--- config.mk ---
export PLATFORM = sky130hd
export DESIGN_NAME = pn_fork_sink
export DESIGN_NICKNAME = d
export VERILOG_FILES = /design/src/rtl/pn_pkg.sv /design/src/rtl/pn_place.sv /design/src/rtl/pn_fork_sink.sv
export SDC_FILE = /design/constraint.sdc
export NUM_CORES = 1
export LEC_CHECK = 0
export ABC_AREA = 1
export CAP_MARGIN = 20
export CORE_UTILIZATION = 53
export DETAILED_ROUTE_END_ITERATION = 10
export GPL_ROUTABILITY_DRIVEN = 0
export HOLD_SLACK_MARGIN = 0.03
export PLACE_DENSITY = 0.92
export SLEW_MARGIN = 25
export SYNTH_ARGS = -nofsm -noshare
export SYNTH_HDL_FRONTEND = slang
export SYNTH_SLANG_ARGS = --single-unit
--- constraint.sdc ---
create_clock -name clk -period 5.2 [get_ports clk]
set_input_delay 0.78 -clock clk [delete_from_list [all_inputs] [get_ports clk]]
set_output_delay 0.78 -clock clk [all_outputs]
set_load 0.02 [all_outputs]
--- src/rtl/pn_pkg.sv ---
// ============================================================================
// pn_pkg : shared Petri-net place types and the 1-safe place update rule
// Revision: 1.0
// ============================================================================
`default_nettype none

package pn_pkg;

  typedef logic pn_tok_t;

  // A deposit wins over a take on the same edge, which is what lets an
  // output place be refilled while it is being drained.
  function automatic pn_tok_t pn_place_next(input pn_tok_t avail,
                                            input logic    deposit,
                                            input logic    take);
    if (deposit)   return 1'b1;
    else if (take) return 1'b0;
    else           return avail;
  endfunction

endpackage

`default_nettype wire

--- src/rtl/pn_place.sv ---
// ============================================================================
// pn_place : 1-safe place register with deposit/take handshake
// Revision: 1.0
// ============================================================================
`default_nettype none

module pn_place
  import pn_pkg::*;
(
  input  logic    clk,
  input  logic    rst,
  input  logic    i_deposit,
  input  logic    i_take,
  output pn_tok_t o_avail
);

  pn_tok_t r_avail;

  always_ff @(posedge clk or posedge rst) begin
    if (rst) r_avail <= 1'b0;
    else     r_avail <= pn_place_next(r_avail, i_deposit, i_take);
  end

  assign o_avail = r_avail;

endmodule

`default_nettype wire

--- src/rtl/pn_fork_sink.sv ---
// ============================================================================
// pn_fork_sink : pulls tokens into a bounded counting place and forks each
//                one into two 1-safe output places
// Revision: 1.0
// ============================================================================
`default_nettype none

module pn_fork_sink
  import pn_pkg::*;
#(
  parameter int CAPACITY    = 4,
  parameter int CNT_W       = $clog2(CAPACITY + 1),
  parameter int INIT_TOKENS = 0,
  parameter int STAT_W      = 16
) (
  input  logic              clk,
  input  logic              rst,
  input  logic              i_tok_in_avail,
  output logic              o_tok_in_take,
  output logic              o_out_a_avail,
  input  logic              i_out_a_take,
  output logic              o_out_b_avail,
  input  logic              i_out_b_take,
  output logic [CNT_W-1:0]  o_tok_count,
  output logic [STAT_W-1:0] o_fork_count
);

  localparam logic [CNT_W-1:0] c_CAP  = CNT_W'(CAPACITY);
  localparam logic [CNT_W-1:0] c_INIT = CNT_W'(INIT_TOKENS);

  logic [CNT_W-1:0]  r_count;
  logic [STAT_W-1:0] r_forks;
  pn_tok_t           w_a_avail;
  pn_tok_t           w_b_avail;
  logic              w_free_a;
  logic              w_free_b;
  logic              w_fork;
  logic              w_take;

  assign w_free_a = !w_a_avail || i_out_a_take;
  assign w_free_b = !w_b_avail || i_out_b_take;
  assign w_fork   = (r_count != '0) && w_free_a && w_free_b;
  // A fork on this edge frees a slot, so a full place may still accept.
  assign w_take   = !rst && i_tok_in_avail && ((r_count < c_CAP) || w_fork);

  always_ff @(posedge clk or posedge rst) begin
    if (rst) begin
      r_count <= c_INIT;
      r_forks <= '0;
    end else begin
      case ({w_take, w_fork})
        2'b10:   r_count <= r_count + CNT_W'(1);
        2'b01:   r_count <= r_count - CNT_W'(1);
        default: r_count <= r_count;
      endcase
      if (w_fork) r_forks <= r_forks + STAT_W'(1);
    end
  end

  pn_place u_place_a (
    .clk       (clk),
    .rst       (rst),
    .i_deposit (w_fork),
    .i_take    (i_out_a_take),
    .o_avail   (w_a_avail)
  );

  pn_place u_place_b (
    .clk       (clk),
    .rst       (rst),
    .i_deposit (w_fork),
    .i_take    (i_out_b_take),
    .o_avail   (w_b_avail)
  );

  assign o_tok_in_take = w_take;
  assign o_out_a_avail = w_a_avail;
  assign o_out_b_avail = w_b_avail;
  assign o_tok_count   = r_count;
  assign o_fork_count  = r_forks;

endmodule

`default_nettype wire

==> flow_summary_export.csv <==
group,metric,value,unit
die,die_h,49.8,µm
sta,worst_slew_pin_slew,280,ps
global_route,grt_max_degree,23,
final_layout,n_fill_cell,162,
setup_path,reg2reg_slack,2920,ps
die,std_cell_rows,16,
sta,slew_violations,0,
global_route,met3_usage,4.32,%
synthesis,ys_warn_count,0,
synthesis,synthCells,160,
clocking,cts_tree,"built",
die,die_area,2480,µm²
global_route,use_met2,41.4,%
place,place_inst,212,
clocking,clock_latency,310,ps
routing,viasPerCell,5.18,
power_and_ir_drop,p_per_area,448,nW/µm²
setup_path,critPathKind,"input port to primary output",
power_and_ir_drop,ir_worst_vdd,0.389,mV
final_layout,instances_no_fill,216,
setup_path,worstPathCellList,"clkdlybuf4s50_1 -> inv_1 -> nand2_1 -> nand3_4 -> a21oi_1 -> clkdlybuf4s50_1",
sta,max_slew_margin,81.4,%
setup_path,slowest_stage,"clkdlybuf4s50_1",
clocking,post-cts-setup-buffers,0,
die,io_pins,27,
sta,max_freq,298,MHz
sta,rsz0062_at_grt,"no",
final_layout,diodes,0,
global_route,grt_use_met1,28.0,%
routing,drt-pass1-iter-count,4,
clocking,path_clk_slew,130,ps
setup_path,worstPathMaxFanout,19,
setup_path,endpoint_kind,"primary output",
synthesis,syn-num-nets,168,
routing,wirelength,2560,µm
final_layout,layout-drive-gt1-share,7.94,%
synthesis,syn_avg_cell_area,7.57,µm²
clocking,hold_buffers,0,
setup_path,critPathRequiredTime,4420,ps
final_layout,nets,198,
sta,fin_skew,11.7,ps
synthesis,seq_area_frac_synth,43.4,%
global_route,grt-busiest-layer,"met2",
routing,via_count,1118,
routing,wire_per_inst,11.8,µm
sta,finalSetupTns,0,ps
clocking,clockBufferDepth,2,
clocking,cts_buffers,3,
die,die_x,49.8,µm
setup_path,crit_top_cell,"clkdlybuf4s50_1",
global_route,track_usage,23.5,%
synthesis,synth-seq-cells,21,
synthesis,syn-cell-area,1210,µm²
setup_path,crit_arrival,2580,ps
global_route,grt_antenna_before_repair,0,
global_route,grt_pass1_vias,1072,
die,start_util,58.7,%
routing,antenna_left,0,
power_and_ir_drop,p_leak,0.668,nW
sta,min_period,3360,ps
min_path,worstHoldPathType,"flip-flop to flip-flop",
routing,drt_iter0_markers,19,
place,dpl-instance-area,1480,µm²
sta,hold_viol,0,
final_layout,area_delta_synth_final,24.6,%
routing,drcViolationCount,0,
setup_path,slowest_delay,660,ps
sta,setup_viol,0,
clocking,root_buffer,"clkbuf_4",
sta,timing.hold.ws,513,ps
place,hpwlAfterDp,1910,µm
clocking,htreeDepth,1,
global_route,overflow,0,
global_route,grt_pass1_wl,4440,µm
setup_path,crit_path_start_kind,"input port",
place,io_buffers,26,
die,core_area,2060,µm²
clocking,cts_resized,0,
sta,min_period_over_period,64.6,%
outcome,outcome,"finished, final reports clean",
clocking,cts.sinks,21,
final_layout,stdcell_area,1510,µm²
synthesis,ys_types,20,
job,maxCapViolations,0,
==> critical path, delay by kind of cell <==
family	cells	cell delay, ps
buf+inv	3	1160
simple gates	2	340
compound gates	1	300
==> registers in the layout, indices dropped and copies added, names as in the netlist <==
register / cells
u_place_a.o_avail: 1
o_tok_count: 3
o_fork_count: 16
u_place_b.o_avail: 1
==> cells in the mapped netlist <==
library cell | n | area (µm²)
nand3_2 | 1 | 10.0
fa_1 | 1 | 20.0
inv_6 | 1 | 8.76
ha_1 | 2 | 25.0
a21oi_1 | 2 | 10.0
inv_2 | 2 | 7.51
dfrtp_1 | 21 | 526
nand3_1 | 4 | 20.0
nor2_1 | 16 | 60.1
nand3_4 | 1 | 17.5
nor2_2 | 5 | 31.3
buf_12 | 1 | 20.0
xor2_1 | 3 | 26.3
nand3b_1 | 6 | 45.0
xnor2_1 | 2 | 17.5
inv_1 | 19 | 71.3
o21ai_0 | 5 | 25.0
buf_6 | 1 | 11.3
o21ai_1 | 6 | 30.0
nand2_1 | 61 | 229
==> metrics by stage <==
step / utilization, % / setup WS [ps] / total power [mW]
after floorplan: - / 2480 / 0.491
after global placement: 71.8 / 1990 / 0.578
after detailed placement: 71.8 / 1860 / 0.594
after CTS: 73.2 / 1850 / 0.678
after global routing: 73.2 / 1740 / 0.721
final: 73.2 / 1840 / 0.676
==> layout by cell type (no fill, tap or decap), types with 2 or more instances in the layout <==
| cell type | instances |
|---|---|
| nand2_1 | 61 |
| clkdlybuf4s50_1 | 26 |
| dfrtp_1 | 21 |
| inv_1 | 19 |
| nor2_1 | 16 |
| o21ai_1 | 6 |
| nand3b_1 | 6 |
| nor2_2 | 5 |
| o21ai_0 | 5 |
| nand3_1 | 4 |
| xor2_1 | 3 |
| clkbuf_4 | 3 |
| inv_2 | 2 |
| a21oi_1 | 2 |
| xnor2_1 | 2 |
| ha_1 | 2 |
==> per-layer routing <==
layer  part of all wire [%]  up-vias  wire length [µm]
met5                      0        -                 0
met4                    1.9        0                49
met3                    4.7        9               120
met2                     50       36              1290
met1                     43      525              1100
li1                       -      548                 -
==> area by class of cell <==
type | count | area, µm² | share of cell area [%]
sequential | 21 | 526 | 34.8
clock inverter | 1 | 5.00 | 0.332
multi-input combinational | 115 | 567 | 37.6
clock buffer | 3 | 22.5 | 1.49
tap | 27 | 33.8 | 2.24
inverter | 22 | 87.6 | 5.80
timing repair buffer | 27 | 268 | 17.7
==> power by group <==
part / switching (mW) / leakage, nW / internal, mW / total, mW
registers: 0.0430 / 0.274 / 0.205 / 0.248
clock network: 0.0513 / 0.0177 / 0.0287 / 0.0800
logic: 0.208 / 0.377 / 0.139 / 0.348
==> final timing paths <==
check                                                to  cells past startpoint                        from
hold reg to reg              o_tok_count[0]$_DFFE_PP0P_                      1  o_tok_count[0]$_DFFE_PP0P_
hold / removal               o_tok_count[0]$_DFFE_PP0P_                      1  o_tok_count[0]$_DFFE_PP0P_
max in group asynchronous  o_fork_count[15]$_DFFE_PP0P_                      3                         rst
setup / recovery                          o_tok_in_take                      6                i_out_b_take
setup reg to reg             o_tok_count[2]$_DFFE_PP0P_                     11  o_tok_count[1]$_DFFE_PP0P_
min in group asynchronous   o_fork_count[9]$_DFFE_PP0P_                      3                         rst
==> logic make-up after synthesis <==
family | synth area share, %
buffers and inverters | 9.81
AND/OR/NAND/NOR | 34.1
adder cells (fa/ha/maj) | 3.72
XOR/XNOR | 3.62
AO/OA/AOI/OAI | 5.37
flip-flops | 43.4
No activity file was read; power rests on OpenSTA's default activity.
